$ cat src/rtl/dm_lsu.sv
// ---------------------------------------------------------------------------
// dm_lsu : load/store unit driving a single-port data memory.
//
// Accepts byte/half/word loads and stores over a valid/ready handshake,
// performs lane extraction with sign/zero extension on loads, read-modify-write
// for sub-word stores, and alignment/range checking. Each accepted request
// produces exactly one response.
//
// Build option:
//   DM_LSU_SUBWORD_STORE_EN  defined     -> byte/half stores go through RMW.
//                            not defined -> byte/half stores answer with an
//                                           error and never touch memory.
//
// Ports:
//   clk             rising-edge clock
//   Reset           asynchronous active-low reset
//   ReqValid/ReqReady/ReqWrite/ReqSize/ReqSigned/ReqAddress/ReqData
//                   request channel (size: 00 byte, 01 half, 10 word)
//   RespValid/RespReady/RespData/RespError
//                   response channel
//   DmWriteEnable/DmWriteAddress/DmWriteData/DmReadAddress/DmReadData
//                   data memory port (combinational read)
//   dbg_state       current FSM state for observation
//
// Handshake: a transfer happens on a rising edge where valid and ready are
// both high. The requester holds its request until it is taken; a response
// stays valid and unchanged until the edge where RespReady is high.
// ---------------------------------------------------------------------------
module dm_lsu #(
   parameter int DM_WORDS = 1024
) (
   input  logic        clk,
   input  logic        Reset,
   input  logic        ReqValid,
   output logic        ReqReady,
   input  logic        ReqWrite,
   input  logic [1:0]  ReqSize,
   input  logic        ReqSigned,
   input  logic [31:0] ReqAddress,
   input  logic [31:0] ReqData,
   output logic        RespValid,
   input  logic        RespReady,
   output logic [31:0] RespData,
   output logic        RespError,
   output logic        DmWriteEnable,
   output logic [31:0] DmWriteAddress,
   output logic [31:0] DmWriteData,
   output logic [31:0] DmReadAddress,
   input  logic [31:0] DmReadData,
   output logic [2:0]  dbg_state
);

   typedef enum logic [2:0] {
      IDLE  = 3'd0,
      LOAD  = 3'd1,
      STORE = 3'd2,
      RESP  = 3'd3
`ifdef DM_LSU_SUBWORD_STORE_EN
      , RMW = 3'd4
`endif
   } state_t;

   localparam logic [31:0] DM_LIMIT = 32'(DM_WORDS);

   state_t      state, state_n;
   logic        ready_q;      // holds ReqReady low for the first cycle after reset
   logic [31:0] addr_q;
   logic [1:0]  size_q;
   logic        signed_q;
   logic [31:0] wbuf_q;       // store data, later the merged word
   logic [31:0] resp_data_q;
   logic        resp_error_q;

   logic        accept;
   logic        req_err;
   logic [7:0]  lane8;
   logic [15:0] lane16;
   logic [31:0] load_val;
   logic [31:0] merged;
   logic [31:0] word_addr;

   assign accept    = ReqReady && ReqValid;
   assign word_addr = {addr_q[31:2], 2'b00};

   // Request checking on the live request inputs (only meaningful in IDLE).
   always_comb begin
      req_err = 1'b0;
      if (ReqSize == 2'b11)                                 req_err = 1'b1;
      if (ReqSize == 2'b01 && ReqAddress[0])                req_err = 1'b1;
      if (ReqSize == 2'b10 && ReqAddress[1:0] != 2'b00)     req_err = 1'b1;
      if ({2'b00, ReqAddress[31:2]} >= DM_LIMIT)            req_err = 1'b1;
`ifndef DM_LSU_SUBWORD_STORE_EN
      if (ReqWrite && ReqSize != 2'b10)                     req_err = 1'b1;
`endif
   end

   // Little-endian lane extraction and extension for loads.
   always_comb begin
      lane8    = DmReadData[{addr_q[1:0], 3'b000} +: 8];
      lane16   = DmReadData[{addr_q[1], 4'b0000} +: 16];
      load_val = DmReadData;
      case (size_q)
         2'b00:   load_val = signed_q ? {{24{lane8[7]}}, lane8} : {24'd0, lane8};
         2'b01:   load_val = signed_q ? {{16{lane16[15]}}, lane16} : {16'd0, lane16};
         default: load_val = DmReadData;
      endcase
   end

   // Sub-word merge: the new lane comes from the right-aligned store data.
   always_comb begin
      merged = DmReadData;
      if (size_q == 2'b00)
         merged[{addr_q[1:0], 3'b000} +: 8] = wbuf_q[7:0];
      else
         merged[{addr_q[1], 4'b0000} +: 16] = wbuf_q[15:0];
   end

   always_comb begin
      state_n = state;
      case (state)
         IDLE: begin
            if (accept) begin
               if (req_err)
                  state_n = RESP;
               else if (!ReqWrite)
                  state_n = LOAD;
`ifdef DM_LSU_SUBWORD_STORE_EN
               else if (ReqSize == 2'b10)
                  state_n = STORE;
               else
                  state_n = RMW;
`else
               else
                  state_n = STORE;
`endif
            end
         end
         LOAD:  state_n = RESP;
`ifdef DM_LSU_SUBWORD_STORE_EN
         RMW:   state_n = STORE;
`endif
         STORE: state_n = RESP;
         RESP:  if (RespReady) state_n = IDLE;
         default: state_n = IDLE;
      endcase
   end

   always_ff @(posedge clk or negedge Reset) begin
      if (!Reset) begin
         state        <= IDLE;
         ready_q      <= 1'b0;
         addr_q       <= '0;
         size_q       <= '0;
         signed_q     <= 1'b0;
         wbuf_q       <= '0;
         resp_data_q  <= '0;
         resp_error_q <= 1'b0;
      end else begin
         state   <= state_n;
         ready_q <= 1'b1;
         if (accept) begin
            addr_q       <= ReqAddress;
            size_q       <= ReqSize;
            signed_q     <= ReqSigned;
            wbuf_q       <= ReqData;
            resp_data_q  <= '0;
            resp_error_q <= req_err;
         end
         if (state == LOAD)
            resp_data_q <= load_val;
`ifdef DM_LSU_SUBWORD_STORE_EN
         if (state == RMW)
            wbuf_q <= merged;
`endif
      end
   end

   always_comb begin
      ReqReady       = (state == IDLE) && ready_q;
      RespValid      = (state == RESP);
      RespData       = resp_data_q;
      RespError      = resp_error_q;
      DmWriteEnable  = (state == STORE);
      DmWriteAddress = (state == STORE) ? word_addr : 32'd0;
      DmWriteData    = (state == STORE) ? wbuf_q : 32'd0;
      DmReadAddress  = 32'd0;
      if (state == LOAD)
         DmReadAddress = word_addr;
`ifdef DM_LSU_SUBWORD_STORE_EN
      if (state == RMW)
         DmReadAddress = word_addr;
`endif
      dbg_state      = state;
   end

   // merged is only consumed by the RMW path.
`ifndef DM_LSU_SUBWORD_STORE_EN
   logic unused_merged;
   assign unused_merged = ^merged;
`endif

endmodule

$ cat config.mk
export PLATFORM = sky130hd
export DESIGN_NAME = dm_lsu
export DESIGN_NICKNAME = d
export VERILOG_FILES = /design/src/rtl/dm_lsu.sv
export SDC_FILE = /design/constraint.sdc
export NUM_CORES = 1
export LEC_CHECK = 0
export BUFFER_PORTS_ARGS = -buffer_cell sky130_fd_sc_hd__buf_2
export CAP_MARGIN = 10
export CORE_UTILIZATION = 44
export CTS_BUF_LIST = sky130_fd_sc_hd__clkbuf_4 sky130_fd_sc_hd__clkbuf_8
export DETAILED_ROUTE_END_ITERATION = 8
export HOLD_SLACK_MARGIN = 0.05
export PLACE_DENSITY = 0.85
export SLEW_MARGIN = 30
export SYNTH_ARGS = -nofsm -noshare
export SYNTH_HDL_FRONTEND = slang
export SYNTH_SLANG_ARGS = --single-unit
$ cat constraint.sdc
create_clock -name clk -period 1.7 [get_ports clk]
set_input_delay 0 -clock clk [delete_from_list [all_inputs] [get_ports clk]]
set_output_delay 0 -clock clk [all_outputs]
set_load 0.01 [all_outputs]
Word-level counts from Yosys, hierarchy flattened. Cells that the tools add are included.

Order comparisons: 1. Eq/ne operators: 10. Shift operators: 2. Multiplexer cells: 18. Reductions and logical operators: 11.

Operators by type and width (count): 32-bit two-way mux (7); 32-bit case mux with 2 select lines (1); 32-bit by 6-bit indexed part select with 16-bit output (1); 32-bit by 6-bit indexed part select with 8-bit output (1); 30-bit by 11-bit greater-or-equal comparator with 1-bit output, second input constant (1); 3-bit case mux with 3 select lines (1); 3-bit by 2-bit == test with 1-bit output, second input constant (2); 3-bit two-way mux (2); 1-bit logical AND (5); 1-bit two-way mux (5); 2-bit by 1-bit == test with 1-bit output, second input constant (2); 2-bit == test, second input constant (2); 2-bit two-way mux (2); 2-bit != test, second input constant (2); 2-bit nonzero test (2); 3-bit by 1-bit == test with 1-bit output, second input constant (1); 3-bit logical NOT (1); 2-bit logical NOT (1); 2-bit by 1-bit != test with 1-bit output, second input constant (1); 2-bit AND reduction (1); 2-bit OR reduction (1).

Bits in registers: 104. Bits of input ports: 104. Logic and storage cells: 50.

Logic depth before layout (Yosys ltp).
Word-level depth: 9. Depth in mapped cells: 8. Gate-level depth less buffers: 6.

Least setup slack after synthesis. No wires, ideal clock.

Kind: register to register. Start point: reg state[0] (netlist: dbg_state[0]). End point: reg resp_data_q[21] (netlist: RespData[21]). Arrival time: 1.828 ns. Required time: 1.633 ns. Setup slack: -0.195 ns. Cell stages (with the launch flop): 8. Buffers on the path: 2. Period minus slack after synthesis: 1.895 ns. Cells stage by stage: dfrtp_1 -> inv_1 -> ha_1 -> and3_1 -> clkbuf_1 -> nor2_1 -> clkbuf_1 -> a221o_1.

Cells in the longest elaborated chain, start to end: 4. Elaborated cells between the ends (all ways): 6.

RTL lines: start: declaration (line 65) `state_t state, state_n;`; start signal: assignment (line 159) `state <= state_n;`; 3-bit logical NOT (line 179) `ReqReady = (state == IDLE) && ready_q;`; 1-bit logical AND (line 179); 1-bit logical AND (line 82) `assign accept = ReqReady && ReqValid;`; 2-bit nonzero test (no line); end signal: assignment (line 170) `resp_data_q <= load_val;`; end: declaration (line 71) `logic [31:0] resp_data_q;`.

Parallel ways exist; a longest one is shown, timed or not. A chain may end at the register's enable or synchronous reset.

Worst setup path after layout.
Start point: reg addr_q[1]. End point: reg resp_data_q[22] (netlist: RespData[22]).

Cells in the longest elaborated chain, start to end: 4. Elaborated cells between the ends (all ways): 6.

RTL lines: start: declaration (line 67) `logic [31:0] addr_q;`; start signal: assignment (line 162) `addr_q <= ReqAddress;`; 32-bit by 6-bit indexed part select with 16-bit output or 32-bit by 6-bit indexed part select with 8-bit output (tied branches) (line 100, 99); 32-bit two-way mux (on tied branches) (line 104, 103); 32-bit case mux with 2 select lines (*) (line 102) `case (size_q)`; 32-bit two-way mux (*) (line 169) `if (state == LOAD)`.

Every way passes the cells marked *; elsewhere a longest branch is shown, timed or not.

==> impl_metrics.env <==
export IMPL_outcome="finished, violations left"
export IMPL_violations="setup timing"
export IMPL_vias=5746
export IMPL_dp_hpwl_um=10400
export IMPL_synth_avg_cell_area_um2=8.58
export IMPL_yosys_top_cells_area="dfrtp_1 (50%), nand2_1 (17%), and2_1 (11%), a221o_1 (3.1%), mux2i_1 (2.9%)"
export IMPL_die_area_um2=12100
export IMPL_synthCells=597
export IMPL_cap_violations=0
export IMPL_synth_cell_area_um2=5120
export IMPL_die_width_um=110
export IMPL_rsz0062_at_grt="yes"
export IMPL_seq_power_share_pct=34.9
export IMPL_internal_power_w=0.00712
export IMPL_grt_max_degree=64
export IMPL_powerDensity_nw_per_um2=1550
export IMPL_antenna_left=0
export IMPL_skew_ns=0.0105
export IMPL_path_buf_inv=1
export IMPL_regToRegSetupSlack_ns=-0.18
export IMPL_clockRootBuffer="clkbuf_8"
export IMPL_period_needed_ns=1.88
export IMPL_clk_latency_ns=0.38
export IMPL_place_gp_congestion=0.841
export IMPL_hold_class="in -> async"
export IMPL_p_leak_nw=4.31
export IMPL_cts_tree="done"
export IMPL_drc=0
export IMPL_globalRoute_totalOverflow=0
export IMPL_fin_crit_sh_pct=110
export IMPL_grt_usage_pct=29.7
export IMPL_routed_wl_um=18800
export IMPL_async_flop_share_pct=100
export IMPL_crit_slowest_cell="mux4_2"
export IMPL_grt_pass1_vias=5434
export IMPL_r2r_end="RespData[22]"
export IMPL_yosysUniqueCellTypes=36
export IMPL_drt_iter0_markers=696
export IMPL_fp_dieH_um=110
export IMPL_hold_viol=0
export IMPL_coreArea_um2=11400
export IMPL_layout_drive_gt1_share_pct=33.0
export IMPL_worstPathCellList="mux4_2, mux2i_4, nor3_4, buf_12, a221o_1"
export IMPL_clkSinkCount=103
export IMPL_crit_required_ns=1.95
export IMPL_ir_worst_vdd_v=0.000977
export IMPL_critPathLaunch="addr_q[1]"
export IMPL_crit_path_max_fanout=15
export IMPL_htreeDepth=3
export IMPL_synth_edff_count=0
export IMPL_fin_nets=1039
export IMPL_ios=239
export IMPL_area_growth_pct=55.7
export IMPL_initial_utilization_pct=45.0
export IMPL_cp_start_kind="flop"
export IMPL_clockBufferDepth=2
export IMPL_reg2reg_depth=5
export IMPL_power_frac_comb_pct=52.8
export IMPL_grt_pass1_wl_um=27100
export IMPL_final_max_slew_violation_count=0
export IMPL_setup_violations=24
export IMPL_fin_total_pwr_w=0.0123
export IMPL_ys_warn_count=0
export IMPL_cpLargestDelayFamily="multiplexers"
export IMPL_io_buffers=233
export IMPL_cp_slowest_stage_delay_ns=0.58
export IMPL_ys_flop_type="dfrtp_1"
export IMPL_drtPass1Iterations=6
export IMPL_synth_top_area_share_pct=50.3
export IMPL_criticalPathCategory="reg -> reg"
export IMPL_rr_startpoint="addr_q[1]"
export IMPL_fillerInstances=799
export IMPL_ys_ff_latch=103
export IMPL_placement_cell_area_um2=6520
export IMPL_clkTransAtPathRegs_ns=0.10
export IMPL_cts_buffers=9
export IMPL_fmax_mhz=533
export IMPL_ys_seq_area_share_pct=50.3
export IMPL_avgViaCountPerCell=5.32
export IMPL_end_kind="flop"
export IMPL_wl_per_cell_um=17.4
export IMPL_setup_ws_ns=-0.175
export IMPL_switching_share_pct=42.3
export IMPL_final_area_um2=7970
export IMPL_grt_antenna_before_repair=1
export IMPL_yosysTopAreaCell="dfrtp_1"
export IMPL_fp_row_count=39
export IMPL_clockPowerShare_pct=12.3
export IMPL_netSwitchingPower_w=0.00522
export IMPL_arrival_ns=2.13
-- Yosys cell counts, types with 2 or more instances --
master and n:
buf_6 2, nor4_1 5, nand2_1 229, a221o_1 16, inv_1 4, nor3_1 9
nor2_1 12, nand3_1 3, clkbuf_1 33, and2_1 94, buf_1 2, a22oi_1 2
ha_1 4, o221ai_1 8, dfrtp_1 103, a211oi_1 2, o21ai_0 25, conb_1 2
a21oi_1 7, mux2i_1 15, buf_4 5
-- routing by layer --
metal  up-vias  part of all wire (%)  GRT usage (%)
li1       2590                     -              -
met1      2694                    36           34.5
met2       372                    51           51.2
met3        90                   8.3           5.63
met4         0                   4.4           17.0
met5         -                     0              0
-- per-stage QoR --
step                      instances  hold WS, ns  TNS [ns]  util, %  worst slack (ns)
final                          1080       0.0834     -2.21     70.1            -0.175
after detailed placement        956      -0.0582     -2.41     57.4            -0.169
after CTS                      1072       0.0663    -0.284     68.0           -0.0340
after global routing           1079        0.105     -2.85     70.1            -0.179
after global placement          956      -0.0618     -2.25     57.4            -0.144
after floorplan                 601       -0.296    -0.670        -           -0.0640
-- power groups by stage --
stage	sequential (W)	clock, W	combinational (W)
floorplan	0.00422	0	0.00324
global route	0.00442	0.00165	0.00710
detailed placement	0.00427	0	0.00541
finish	0.00432	0.00152	0.00652
global placement	0.00423	0	0.00526
CTS	0.00423	0.00152	0.00567
-- layout by cell type, fill, tap and decap left out, drive strengths merged, types with 2 or more instances in the layout --
cell type    Yosys  layout
nand2          229     229
clkbuf          33      12
ha               4       4
dfrtp          103     103
inv              4       4
and2            94      94
a221o           16      16
dlygate4sd3      0     100
a211oi           2       2
nor3            10      10
nor4             5       5
diode            0       2
a21oi            7       7
buf             10     260
conb             2       6
a22oi            2       2
o221ai           8       8
mux2i           15      15
clkinv           1       4
nor2            12      12
nand3            3       3
o21ai           25      25
-- worst register-to-register path, stage by stage (launching register included) --
cell,delay [ns]
dfrtp_1,0.41
mux4_2,0.58
mux2i_4,0.21
nor3_4,0.08
buf_12,0.16
a221o_1,0.31
-- cell families after synthesis --
| logic type | share of synthesized area (%) |
|---|---|
| fa+ha+maj | 0.977 |
| other cells | 0.147 |
| buf+inv | 4.20 |
| simple gates | 31.8 |
| flops | 50.3 |
| compound gates | 8.97 |
| mux | 3.59 |
-- state kept, by name, summed over array words and instances, names as in the netlist --
name       flops
RespData      32
RespError      1
addr_q        32
dbg_state      2
ready_q        1
signed_q       1
size_q         2
wbuf_q        32
-- how the worst max path moves through the flow --
stage          cells after the start      endpoint  slack, ns
6_report                           5  RespData[22]      -0.18
5_1_grt                            5  RespData[22]      -0.18
4_1_cts                            4  RespData[30]      -0.03
3_5_place_dp                       4  RespData[25]      -0.17
3_3_place_gp                       4  RespData[20]      -0.14
2_1_floorplan                      6  RespData[22]      -0.06
-- cell type report --
class | instances | area (um^2) | area share (%)
sequential | 103 | 2580 | 32.3
timing repair buffer | 362 | 2520 | 31.6
multi-input combinational | 450 | 2490 | 31.2
tap | 143 | 179 | 2.24
clock buffer | 10 | 131 | 1.65
clock inverter | 5 | 50.0 | 0.628
inverter | 5 | 22.5 | 0.283
antenna | 2 | 5.00 | 0.0628
-- timing repair --
action / CTS / global route
cloned: 0 / 2
endpoints found under the hold margin: 204 / 0
setup endpoints to repair: 34 / 92
buffers inserted: 1 / 4
hold buffers: 100 / 0
pin swaps: 0 / 13
resized for setup: 4 / 30
(Power assumes the default switching activity.)
